<file path="src/rtl/sdram_mm_arbiter_if.sv">
// sdram_mm_arbiter_if
//   Avalon-MM command/response bundle used for both arbiter master ports and
//   the shared SDRAM slave port.
//   master modport : drives address/read/write/writedata/byteenable,
//                    receives waitrequest/readdata/readdatavalid.
//   slave modport  : the mirror image.
interface sdram_mm_arbiter_if #(
  parameter int unsigned ADDR_W = 24,
  parameter int unsigned DATA_W = 32
) ();

  localparam int unsigned BeW = DATA_W / 8;

  logic [ADDR_W-1:0] address;
  logic              read;
  logic              write;
  logic [DATA_W-1:0] writedata;
  logic [BeW-1:0]    byteenable;
  logic              waitrequest;
  logic [DATA_W-1:0] readdata;
  logic              readdatavalid;

  modport master (
    output address, read, write, writedata, byteenable,
    input  waitrequest, readdata, readdatavalid
  );

  modport slave (
    input  address, read, write, writedata, byteenable,
    output waitrequest, readdata, readdatavalid
  );

endinterface

</file>
<file path="src/rtl/sdram_mm_arbiter.sv">
// sdram_mm_arbiter
//   Shares one SDRAM Avalon-MM slave between two masters (m0: PCIe bridge,
//   m1: image pipeline). Round-robin grant, up to QUANTUM accepted transfers
//   per tenure, and outstanding reads are drained before ownership changes so
//   read data always returns to the master that issued it.
// Ports
//   clk_clk      in   system clock
//   reset_reset  in   synchronous, active-high reset
//   m0, m1       slave modport   master-side command in, waitrequest/readdata out
//   s            master modport  command to SDRAM slave, waitrequest/readdata in
//   arb_err      out  sticky: readdatavalid arrived with no read outstanding
module sdram_mm_arbiter #(
  parameter int unsigned ADDR_W   = 24,
  parameter int unsigned DATA_W   = 32,
  parameter int unsigned QUANTUM  = 16,
  parameter int unsigned MAX_PEND = 8
) (
  input  logic               clk_clk,
  input  logic               reset_reset,
  sdram_mm_arbiter_if.slave  m0,
  sdram_mm_arbiter_if.slave  m1,
  sdram_mm_arbiter_if.master s,
  output logic               arb_err
);

  localparam int unsigned BeW   = DATA_W / 8;
  localparam int unsigned QcntW = $clog2(QUANTUM + 1);
  localparam int unsigned PendW = $clog2(MAX_PEND + 1);

  localparam logic [1:0] StIdle  = 2'd0;
  localparam logic [1:0] StOwn   = 2'd1;
  localparam logic [1:0] StDrain = 2'd2;

  logic [1:0]       r_state;
  logic             r_own;
  logic             r_last;
  logic [QcntW-1:0] r_qcnt;
  logic [PendW-1:0] r_pend;
  logic             r_arb_err;

  logic [1:0]       w_state_d;
  logic             w_own_d;
  logic             w_last_d;
  logic [QcntW-1:0] w_qcnt_d;
  logic [PendW-1:0] w_pend_d;

  logic              w_req0;
  logic              w_req1;
  logic              w_own_rd;
  logic              w_own_wr;
  logic              w_own_req;
  logic [ADDR_W-1:0] w_cmd_addr;
  logic [DATA_W-1:0] w_cmd_wdata;
  logic [BeW-1:0]    w_cmd_be;
  logic              w_mask;
  logic              w_s_read;
  logic              w_s_write;
  logic              w_wait0;
  logic              w_wait1;
  logic              w_accept;
  logic              w_acc_rd;
  logic              w_rdv_ok;

  assign w_req0 = m0.read | m0.write;
  assign w_req1 = m1.read | m1.write;

  // Owner's command is steered to the slave; the mux is harmless outside OWN
  // because read/write are forced low there.
  assign w_own_rd    = r_own ? m1.read       : m0.read;
  assign w_own_wr    = r_own ? m1.write      : m0.write;
  assign w_own_req   = w_own_rd | w_own_wr;
  assign w_cmd_addr  = r_own ? m1.address    : m0.address;
  assign w_cmd_wdata = r_own ? m1.writedata  : m0.writedata;
  assign w_cmd_be    = r_own ? m1.byteenable : m0.byteenable;

  // Read window full: hold off the next command unless a return frees a slot
  // in this same cycle.
  assign w_mask = (r_pend == PendW'(MAX_PEND)) & ~s.readdatavalid;

  always_comb begin
    w_s_read  = 1'b0;
    w_s_write = 1'b0;
    w_wait0   = 1'b1;
    w_wait1   = 1'b1;
    if (r_state == StOwn && !w_mask) begin
      w_s_read  = w_own_rd;
      w_s_write = w_own_wr;
      if (r_own) begin
        w_wait1 = s.waitrequest;
      end else begin
        w_wait0 = s.waitrequest;
      end
    end
  end

  assign w_accept = (w_s_read | w_s_write) & ~s.waitrequest;
  assign w_acc_rd = w_accept & w_s_read;
  // Returns with nothing outstanding are dropped (and flagged).
  assign w_rdv_ok = s.readdatavalid & (r_pend != '0);

  always_comb begin
    w_pend_d = r_pend;
    unique case ({w_acc_rd, w_rdv_ok})
      2'b10:   w_pend_d = r_pend + 1'b1;
      2'b01:   w_pend_d = r_pend - 1'b1;
      default: w_pend_d = r_pend;
    endcase
  end

  always_comb begin
    w_state_d = r_state;
    w_own_d   = r_own;
    w_last_d  = r_last;
    w_qcnt_d  = r_qcnt;
    unique case (r_state)
      StIdle: begin
        if (w_req0 | w_req1) begin
          // Contention goes to whoever did not own the bus last.
          w_own_d   = (w_req0 & w_req1) ? ~r_last : w_req1;
          w_qcnt_d  = '0;
          w_state_d = StOwn;
        end
      end
      StOwn: begin
        if (w_accept) begin
          w_qcnt_d = r_qcnt + 1'b1;
        end
        if (!w_own_req || (w_accept && r_qcnt == QcntW'(QUANTUM - 1))) begin
          w_state_d = StDrain;
        end
      end
      StDrain: begin
        if (w_pend_d == '0) begin
          w_last_d  = r_own;
          w_state_d = StIdle;
        end
      end
      default: w_state_d = StIdle;
    endcase
  end

  always_ff @(posedge clk_clk) begin
    if (reset_reset) begin
      r_state   <= StIdle;
      r_own     <= 1'b0;
      r_last    <= 1'b1;
      r_qcnt    <= '0;
      r_pend    <= '0;
      r_arb_err <= 1'b0;
    end else begin
      r_state   <= w_state_d;
      r_own     <= w_own_d;
      r_last    <= w_last_d;
      r_qcnt    <= w_qcnt_d;
      r_pend    <= w_pend_d;
      r_arb_err <= r_arb_err | (s.readdatavalid & (r_pend == '0));
    end
  end

  assign s.address    = w_cmd_addr;
  assign s.read       = w_s_read;
  assign s.write      = w_s_write;
  assign s.writedata  = w_cmd_wdata;
  assign s.byteenable = w_cmd_be;

  assign m0.waitrequest   = w_wait0;
  assign m1.waitrequest   = w_wait1;
  assign m0.readdata      = s.readdata;
  assign m1.readdata      = s.readdata;
  assign m0.readdatavalid = w_rdv_ok & ~r_own;
  assign m1.readdatavalid = w_rdv_ok & r_own;

  assign arb_err = r_arb_err;

endmodule

</file>
<file path="src/flat_wrapper.sv">
// flat-port wrapper written by rule: the top's interface ports become plain ports
module sdram_mm_arbiter_flat 
#(
  parameter int unsigned ADDR_W   = 24,
  parameter int unsigned DATA_W   = 32,
  parameter int unsigned QUANTUM  = 16,
  parameter int unsigned MAX_PEND = 8
)
  (clk_clk, reset_reset, arb_err, m0_address, m0_read, m0_write, m0_writedata, m0_byteenable, m0_waitrequest, m0_readdata, m0_readdatavalid, m1_address, m1_read, m1_write, m1_writedata, m1_byteenable, m1_waitrequest, m1_readdata, m1_readdatavalid, s_address, s_read, s_write, s_writedata, s_byteenable, s_waitrequest, s_readdata, s_readdatavalid);
  sdram_mm_arbiter_if #(.ADDR_W(ADDR_W), .DATA_W(DATA_W)) m0_i ();
  sdram_mm_arbiter_if #(.ADDR_W(ADDR_W), .DATA_W(DATA_W)) m1_i ();
  sdram_mm_arbiter_if #(.ADDR_W(ADDR_W), .DATA_W(DATA_W)) s_i ();
  input  logic clk_clk;
  input  logic reset_reset;
  output logic arb_err;
  input wire logic [$bits(m0_i.address)-1:0] m0_address;
  input wire logic [$bits(m0_i.read)-1:0] m0_read;
  input wire logic [$bits(m0_i.write)-1:0] m0_write;
  input wire logic [$bits(m0_i.writedata)-1:0] m0_writedata;
  input wire logic [$bits(m0_i.byteenable)-1:0] m0_byteenable;
  output wire logic [$bits(m0_i.waitrequest)-1:0] m0_waitrequest;
  output wire logic [$bits(m0_i.readdata)-1:0] m0_readdata;
  output wire logic [$bits(m0_i.readdatavalid)-1:0] m0_readdatavalid;
  input wire logic [$bits(m1_i.address)-1:0] m1_address;
  input wire logic [$bits(m1_i.read)-1:0] m1_read;
  input wire logic [$bits(m1_i.write)-1:0] m1_write;
  input wire logic [$bits(m1_i.writedata)-1:0] m1_writedata;
  input wire logic [$bits(m1_i.byteenable)-1:0] m1_byteenable;
  output wire logic [$bits(m1_i.waitrequest)-1:0] m1_waitrequest;
  output wire logic [$bits(m1_i.readdata)-1:0] m1_readdata;
  output wire logic [$bits(m1_i.readdatavalid)-1:0] m1_readdatavalid;
  output wire logic [$bits(s_i.address)-1:0] s_address;
  output wire logic [$bits(s_i.read)-1:0] s_read;
  output wire logic [$bits(s_i.write)-1:0] s_write;
  output wire logic [$bits(s_i.writedata)-1:0] s_writedata;
  output wire logic [$bits(s_i.byteenable)-1:0] s_byteenable;
  input wire logic [$bits(s_i.waitrequest)-1:0] s_waitrequest;
  input wire logic [$bits(s_i.readdata)-1:0] s_readdata;
  input wire logic [$bits(s_i.readdatavalid)-1:0] s_readdatavalid;
  assign m0_i.address = m0_address;
  assign m0_i.read = m0_read;
  assign m0_i.write = m0_write;
  assign m0_i.writedata = m0_writedata;
  assign m0_i.byteenable = m0_byteenable;
  assign m0_waitrequest = m0_i.waitrequest;
  assign m0_readdata = m0_i.readdata;
  assign m0_readdatavalid = m0_i.readdatavalid;
  assign m1_i.address = m1_address;
  assign m1_i.read = m1_read;
  assign m1_i.write = m1_write;
  assign m1_i.writedata = m1_writedata;
  assign m1_i.byteenable = m1_byteenable;
  assign m1_waitrequest = m1_i.waitrequest;
  assign m1_readdata = m1_i.readdata;
  assign m1_readdatavalid = m1_i.readdatavalid;
  assign s_address = s_i.address;
  assign s_read = s_i.read;
  assign s_write = s_i.write;
  assign s_writedata = s_i.writedata;
  assign s_byteenable = s_i.byteenable;
  assign s_i.waitrequest = s_waitrequest;
  assign s_i.readdata = s_readdata;
  assign s_i.readdatavalid = s_readdatavalid;
  sdram_mm_arbiter #(.ADDR_W(ADDR_W), .DATA_W(DATA_W), .QUANTUM(QUANTUM), .MAX_PEND(MAX_PEND)) u_core (.clk_clk(clk_clk), .reset_reset(reset_reset), .m0(m0_i), .m1(m1_i), .s(s_i), .arb_err(arb_err));
endmodule
</file>
<file path="config.mk">
export PLATFORM = sky130hd
export DESIGN_NAME = sdram_mm_arbiter_flat
export DESIGN_NICKNAME = d
export VERILOG_FILES = /design/src/rtl/sdram_mm_arbiter_if.sv /design/src/rtl/sdram_mm_arbiter.sv /design/src/flat_wrapper.sv
export SDC_FILE = /design/constraint.sdc
export NUM_CORES = 1
export LEC_CHECK = 0
export CAP_MARGIN = 20
export CORE_AREA = 2 2 112 114
export DETAILED_ROUTE_END_ITERATION = 6
export DIE_AREA = 0 0 114 116
export HOLD_SLACK_MARGIN = 0.1
export SLEW_MARGIN = 10
export SYNTH_ARGS = -nofsm -noshare
export SYNTH_HDL_FRONTEND = slang
export SYNTH_SLANG_ARGS = --single-unit
</file>
<file path="constraint.sdc">
create_clock -name clk_clk -period 3.3 [get_ports clk_clk]
set_input_delay 0.825 -clock clk_clk [delete_from_list [all_inputs] [get_ports clk_clk]]
set_output_delay 0.825 -clock clk_clk [all_outputs]
set_load 0.05 [all_outputs]
</file>
Yosys cells after proc, flatten, opt, wreduce, memory -nomap -nowiden --
Index checks and enable logic that the tools add are counted.
Storage, ports and cells: RAM bits 0, input bits 160, memory bits (read-only) 0, word-level logic and storage cells 71, output and inout port bits 131, memories kept 0, bits in registers 14, latch bits 0
Operators by class: eq/ne operators 10, multipliers 0, shift-type cells 0, div/mod/pow operators 0, magnitude comparators 0, muxes and demuxes 20, bitwise gates (word level) 18, reduce and logical (&&, ||, !) cells 14, add/sub/neg operators 3
Operator list (number):
- $mux W32 | 1
- $mux W24 | 1
- $mux W5 | 2
- $pmux W5 S2 | 1
- $mux W1 | 9
- $and A1 B1 Y1 | 8
- $logic_not A4 Y1 | 2
- $pmux W4 S2 | 1
- $mux W2 | 3
- $ne A2 B1 Y1 const B | 3
- $or A1 B1 Y1 | 6
- $pmux W2 S3 | 1
- $reduce_and A3 Y1 | 2
- $add A5 B1 Y5 const B | 1
- $eq A5 B4 Y1 const B | 1
- $add A4 B1 Y4 const B | 1
- $eq A2 B1 Y1 const B | 2
- $eq A2 B2 Y1 const B | 2
- $eq A4 B4 Y1 const B | 1
- $mux W4 | 1
- $not A1 Y1 | 4
- $reduce_and A2 Y1 | 2
- $reduce_bool A4 Y1 | 1
- $sub A4 B1 Y4 const B | 1
- 6 further kinds | 8

Longest topological paths before layout --
word-level depth 13, depth in mapped cells 12, gate-level depth less buffers 12

Worst setup path after synthesis --
OpenSTA, ideal clock, no wires.
kind input to output, from in s_readdatavalid, to out m0_readdatavalid, stages 2, data arrival time 1969 ps, data required time 2475 ps, setup slack 506 ps, cell sequence inv_1 -> nor3_1
On the way: word-level cells in the longest chain between the ends 2
Ends and longest elaborated chain:
- from (decl) | RTL line flat_wrapper.sv:39 | input wire logic [$bits(s_i.readdatavalid)-1:0] s_readdatavalid;
- $and A1 B1 Y1 | RTL line sdram_mm_arbiter.sv:99 | assign w_rdv_ok = s.readdatavalid & (r_pend != '0);
- $and A1 B1 Y1 | RTL line sdram_mm_arbiter.sv:170 | assign m0.readdatavalid = w_rdv_ok & ~r_own;
- to (decl) | RTL line flat_wrapper.sv:23 | output wire logic [$bits(m0_i.readdatavalid)-1:0] m0_readdatavalid;
No other way between the ends.

Worst setup path after layout --
from in s_readdatavalid, to reg u_core.r_pend[3]
On the way: word-level cells in the longest chain between the ends 10, elaborated cells on any way between the ends 13, those cells by class eq/ne: 2; mux: 3; bitwise: 6; reduce/logical: 2
Ends and longest elaborated chain:
- $not A1 Y1 | RTL line sdram_mm_arbiter.sv:78 | assign w_mask = (r_pend == PendW'(MAX_PEND)) & ~s.readdatavalid;
- $and A1 B1 Y1 | RTL line sdram_mm_arbiter.sv:78
- $logic_not A1 Y1 | RTL line sdram_mm_arbiter.sv:85 | if (r_state == StOwn && !w_mask) begin
- $logic_and A1 B1 Y1 | RTL line sdram_mm_arbiter.sv:85
- $mux W1 | RTL line sdram_mm_arbiter.sv:85
- $or A1 B1 Y1 | RTL line sdram_mm_arbiter.sv:96 | assign w_accept = (w_s_read | w_s_write) & ~s.waitrequest;
- $and A1 B1 Y1 | RTL line sdram_mm_arbiter.sv:96
- $and A1 B1 Y1 | RTL line sdram_mm_arbiter.sv:97 | assign w_acc_rd = w_accept & w_s_read;
- $eq A2 B1 Y1 or $eq A2 B2 Y1 (tied branches) | RTL line sdram_mm_arbiter.sv:103 | unique case ({w_acc_rd, w_rdv_ok})
- $pmux W4 S2 * | RTL line sdram_mm_arbiter.sv:103
- to (signal assigned) | RTL line sdram_mm_arbiter.sv:155 | r_pend <= w_pend_d;
- to (decl) | RTL line sdram_mm_arbiter.sv:38 | logic [PendW-1:0] r_pend;
Every way passes the cells marked *; elsewhere a longest branch is shown, timed or not. A chain may end at the register's enable or synchronous reset.

==> Implementation_results.wiki <==
{| class="wikitable"
! Metric !! Value
|-
| Dominant combinational cell family by area after synthesis || multiplexers
|-
| Synth Area in Adders || 4.00%
|-
| Routed wire length on met3 || 750 µm
|-
| Cells after Synth || 237
|-
| Worst setup slack for register-to-register paths || 0.33 ns
|-
| Area after DPL || 3610 µm²
|-
| XOR/XNOR share of the synthesized area || 2.97%
|-
| Sum of overflow across all layers after global routing || 0
|-
| Power density over the cells || 424 nW/µm²
|-
| Antenna viol nets, final || 0
|-
| Type of the most critical hold path || reg2reg
|-
| RD Place Congestion || 0.768
|-
| Final routed wirelength across all metal layers || 8160 µm
|-
| Synth top cells by count || sky130_fd_sc_hd__buf_4 (64), sky130_fd_sc_hd__mux2_1 (31), sky130_fd_sc_hd__mux2_2 (30)
|-
| Insertion delay to the later sink of the worst-skew pair || 0.24 ns
|-
| Initial antenna violation count || 1
|-
| Termination of the worst setup path || u_core.r_pend[3]$_SDFF_PP0_
|-
| Number of fillers in the final layout || 1250
|-
| Vias/cell || 4.12
|-
| Effective utilization at floorplan || 17.3%
|-
| Vertical extent of the die || 116 µm
|-
| Fmax || 0.324 GHz
|-
| Hold Path Stages || 2
|-
| Setup slack at placement || -0.0552 ns
|-
| Final cell area excluding filler cells || 3700 µm²
|-
| Final worst path period share || 93.7%
|-
| Number of antenna cells inserted || 0
|-
| Layout cells sized above 1 || 27.9%
|-
| DRC violations left || 0
|-
| Clock tree root buffer cell || sky130_fd_sc_hd__clkbuf_16
|-
| Category of the worst setup path launch point || primary input
|-
| Clock period minus worst slack || 3.09 ns
|-
| Total routed wire length on the met1 layer || 3300 µm
|-
| Number of gates resized after cts || 0
|-
| Core Area || 11900 µm²
|-
| Cell row count || 40
|-
| Total standard cell area after synthesis || 2060 µm²
|-
| Category of the most critical setup path || in2reg
|-
| List of cells traversed by the critical path || clkdlybuf4s50_1, inv_1, a31o_2, nor2_1, nand2_1, ha_1, ha_1, a21oi_1, nand2_1, xnor2_1, or3_1, a21oi_1
|-
| Area leader, netlist || sky130_fd_sc_hd__buf_4
|-
| Simple-gate area share of the yosys netlist || 11.5%
|-
| Setup-failing EPs final || 0
|-
| Top post-synthesis cells by area || sky130_fd_sc_hd__buf_4 (23%), sky130_fd_sc_hd__mux2_1 (17%), sky130_fd_sc_hd__mux2_2 (16%)
|-
| Total leakage power || 1.44 nW
|-
| RSZ-0062 raised after global routing || false
|-
| Routed wire per std cell || 15.9 µm
|-
| Maximum number of pins on one net before global-route repair || 34
|-
| Num CTS Buffers || 3
|-
| Reg2Reg Launch Point || u_core.r_own$_SDFFE_PP0P_
|-
| Area share of the leading cell type in the synthesized netlist || 23.3%
|-
| Launch point of the worst path || s_readdatavalid
|-
| Iteration-0 DRC count of the detailed router || 54
|-
| Arrival time at the worst endpoint || 3.26 ns
|-
| Proportion of synthesized area in mux cells || 34.2%
|-
| Topmost layer with routed signal wires || met5
|-
| Kind of end point of the critical path || flop
|-
| Slowest cell on the critical path || sky130_fd_sc_hd__clkdlybuf4s50_1
|-
| Depth of the critical timing path with buffers and inverters included || 12
|-
| Worst path setup slack after routing || 0.209 ns
|-
| Async set or reset register ratio after synthesis || 0%
|-
| Vias || 2112
|-
| Synthesized flop and latch total || 14
|-
| Most used standard cell by instance count after synthesis || sky130_fd_sc_hd__buf_4
|-
| Yosys Warn Count || 0
|-
| Result of the run || finished, final reports clean
|-
| Top_reg_cell synth || sky130_fd_sc_hd__dfxtp_1
|-
| CP bufs+invs || 2
|-
| Critical Path Max Stage Delay || 0.48 ns
|-
| Worst relative slew slack || 45.6%
|-
| Number of max-cap violations || 0
|-
| Width of the die || 114 µm
|-
| Number of global-route vias before repair || 2011
|-
| Hpwl dp || 7100 µm
|-
| Wire length of the first global-routing pass || 11400 µm
|-
| Area taken by flip-flops and latches || 282 µm²
|-
| Number of placed I/O pins || 291
|-
| Crit path required time || 3.47 ns
|-
| Number of flops mapped to enable cells by yosys || 0
|-
| Top fanout value on the critical path || 4
|-
| Amount of wire on met2 after detailed routing || 4040 µm
|-
| Final Max Slew Viols || 0
|-
| Setup bufs post-CTS || 0
|-
| Syn nets || 403
|-
| Slew at the pin with the worst max-slew slack || 0.815 ns
|-
| Router iterations before antenna repair || 4
|-
| Die area || 13200 µm²
|-
| Final worst hold slack || 0.473 ns
|-
| Clock tree from TritonCTS || yes
|-
| Maximum vdd ir drop || 0.000393 V
|-
| Count of input and output buffers || 194
|-
| Global routing usage summed across all routing layers || 10.9%
|-
| Clock buffer depth || 2
|-
| Layout Nets || 533
|-
| Depth of the most critical reg-to-reg path || 10
|-
| RR Endpoint || u_core.r_last$_SDFFE_PP1P_
|-
| Area taken by multi-input logic gates || 1240 µm²
|-
| H-tree levels || 1
|-
| Yosys cell types || 35
|-
| Sequential area share after synthesis || 13.6%
|-
| Final hold vios || 0
|-
| Count of hold buffers inserted by post-cts repair || 0
|-
| Signed area change from the synthesized netlist to the final layout || 79.3%
|-
| Clk sink count || 14
|-
| Post-Synthesis Mean Instance Area || 8.71 µm²
|-
| Post-CTS clock slew at the launch and capture registers of the worst setup and hold paths || 0.05 ns
|-
| Synthesized-area fraction occupied by ao, oa, aoi and oai cells || 7.27%
|-
| Cell family contributing the most delay on the critical path || simple AND/OR/NAND/NOR gates
|-
| Setup clock skew after layout || 0.00227 ns
|}
[how the worst min path moves through the flow]
stage | startpoint | slack (ns) | end
floorplan | u_core.r_qcnt[1]$_SDFFE_PP0P_ | 0.45 | u_core.r_qcnt[1]$_SDFFE_PP0P_
global placement | u_core.r_qcnt[1]$_SDFFE_PP0P_ | 0.46 | u_core.r_qcnt[1]$_SDFFE_PP0P_
detailed placement | u_core.arb_err$_SDFF_PP0_ | 0.46 | u_core.arb_err$_SDFF_PP0_
CTS | u_core.arb_err$_SDFF_PP0_ | 0.48 | u_core.arb_err$_SDFF_PP0_
global route | u_core.r_qcnt[1]$_SDFFE_PP0P_ | 0.50 | u_core.r_qcnt[1]$_SDFFE_PP0P_
finish | u_core.r_qcnt[1]$_SDFFE_PP0P_ | 0.47 | u_core.r_qcnt[1]$_SDFFE_PP0P_
[sequential cells by signal (all words and copies together) (netlist names)]
| register | count |
|---|---|
| u_core.r_state | 2 |
| u_core.arb_err | 1 |
| u_core.r_own | 1 |
| u_core.r_last | 1 |
| u_core.r_qcnt | 5 |
| u_core.r_pend | 4 |
[placed cells by master (no fill, tap or decap), types with 2 or more instances in the layout]
cell,count
sky130_fd_sc_hd__a21oi_1,10
sky130_fd_sc_hd__and3_1,3
sky130_fd_sc_hd__buf_12,4
sky130_fd_sc_hd__buf_4,56
sky130_fd_sc_hd__clkbuf_16,3
sky130_fd_sc_hd__clkdlybuf4s50_1,139
sky130_fd_sc_hd__dfxtp_1,13
sky130_fd_sc_hd__ha_1,5
sky130_fd_sc_hd__inv_1,5
sky130_fd_sc_hd__mux2_1,31
sky130_fd_sc_hd__mux2_2,30
sky130_fd_sc_hd__mux2i_1,2
sky130_fd_sc_hd__nand2_1,8
sky130_fd_sc_hd__nand2b_1,3
sky130_fd_sc_hd__nand3_1,3
sky130_fd_sc_hd__nor2_1,19
sky130_fd_sc_hd__nor3_1,3
sky130_fd_sc_hd__o21ai_0,3
sky130_fd_sc_hd__or3_1,2
sky130_fd_sc_hd__xnor2_1,2
sky130_fd_sc_hd__xor2_1,5
[logic make-up after synthesis]
group,after synthesis
compound gates,21
xor+xnor,7
fa+ha+maj,6
buf+inv,79
flops,14
mux,63
simple gates,47
[metrics by stage]
stage               total power, mW  TNS [ns]  std cells  utilization (%)
detailed placement             1.33   -0.0858        509             30.3
CTS                            1.59         0        513             31.1
floorplan                      1.11         0        237                -
finish                         1.57         0        513             31.1
global route                   1.65         0        513             31.1
global placement               1.32         0        509             30.3
[layout make-up]
class | count | area share, %
Sequential cell | 14 | 7.60
Inverter | 5 | 0.507
Timing Repair Buffer | 199 | 51.1
Tap cell | 147 | 4.97
Clock buffer | 4 | 2.40
Multi-Input combinational cell | 144 | 33.4
[worst min-delay path: stages, from the launching register on]
cell and delay, ns:
sky130_fd_sc_hd__dfxtp_1 0.32, sky130_fd_sc_hd__nand2_1 0.06, sky130_fd_sc_hd__a21oi_1 0.05
[routing by layer]
metal	vias to the layer above	GRT usage [%]
li1	1011	-
met1	973	14.1
met2	117	18.5
met3	9	2.93
met4	2	1.71
met5	-	0
[report_power, final]
group / total [mW] / switching, mW / internal [mW]
registers: 0.243 / 0.0488 / 0.194
clock network: 0.250 / 0.0666 / 0.183
logic: 1.08 / 0.616 / 0.462
Note: power is estimated with default switching activity, not from simulation.
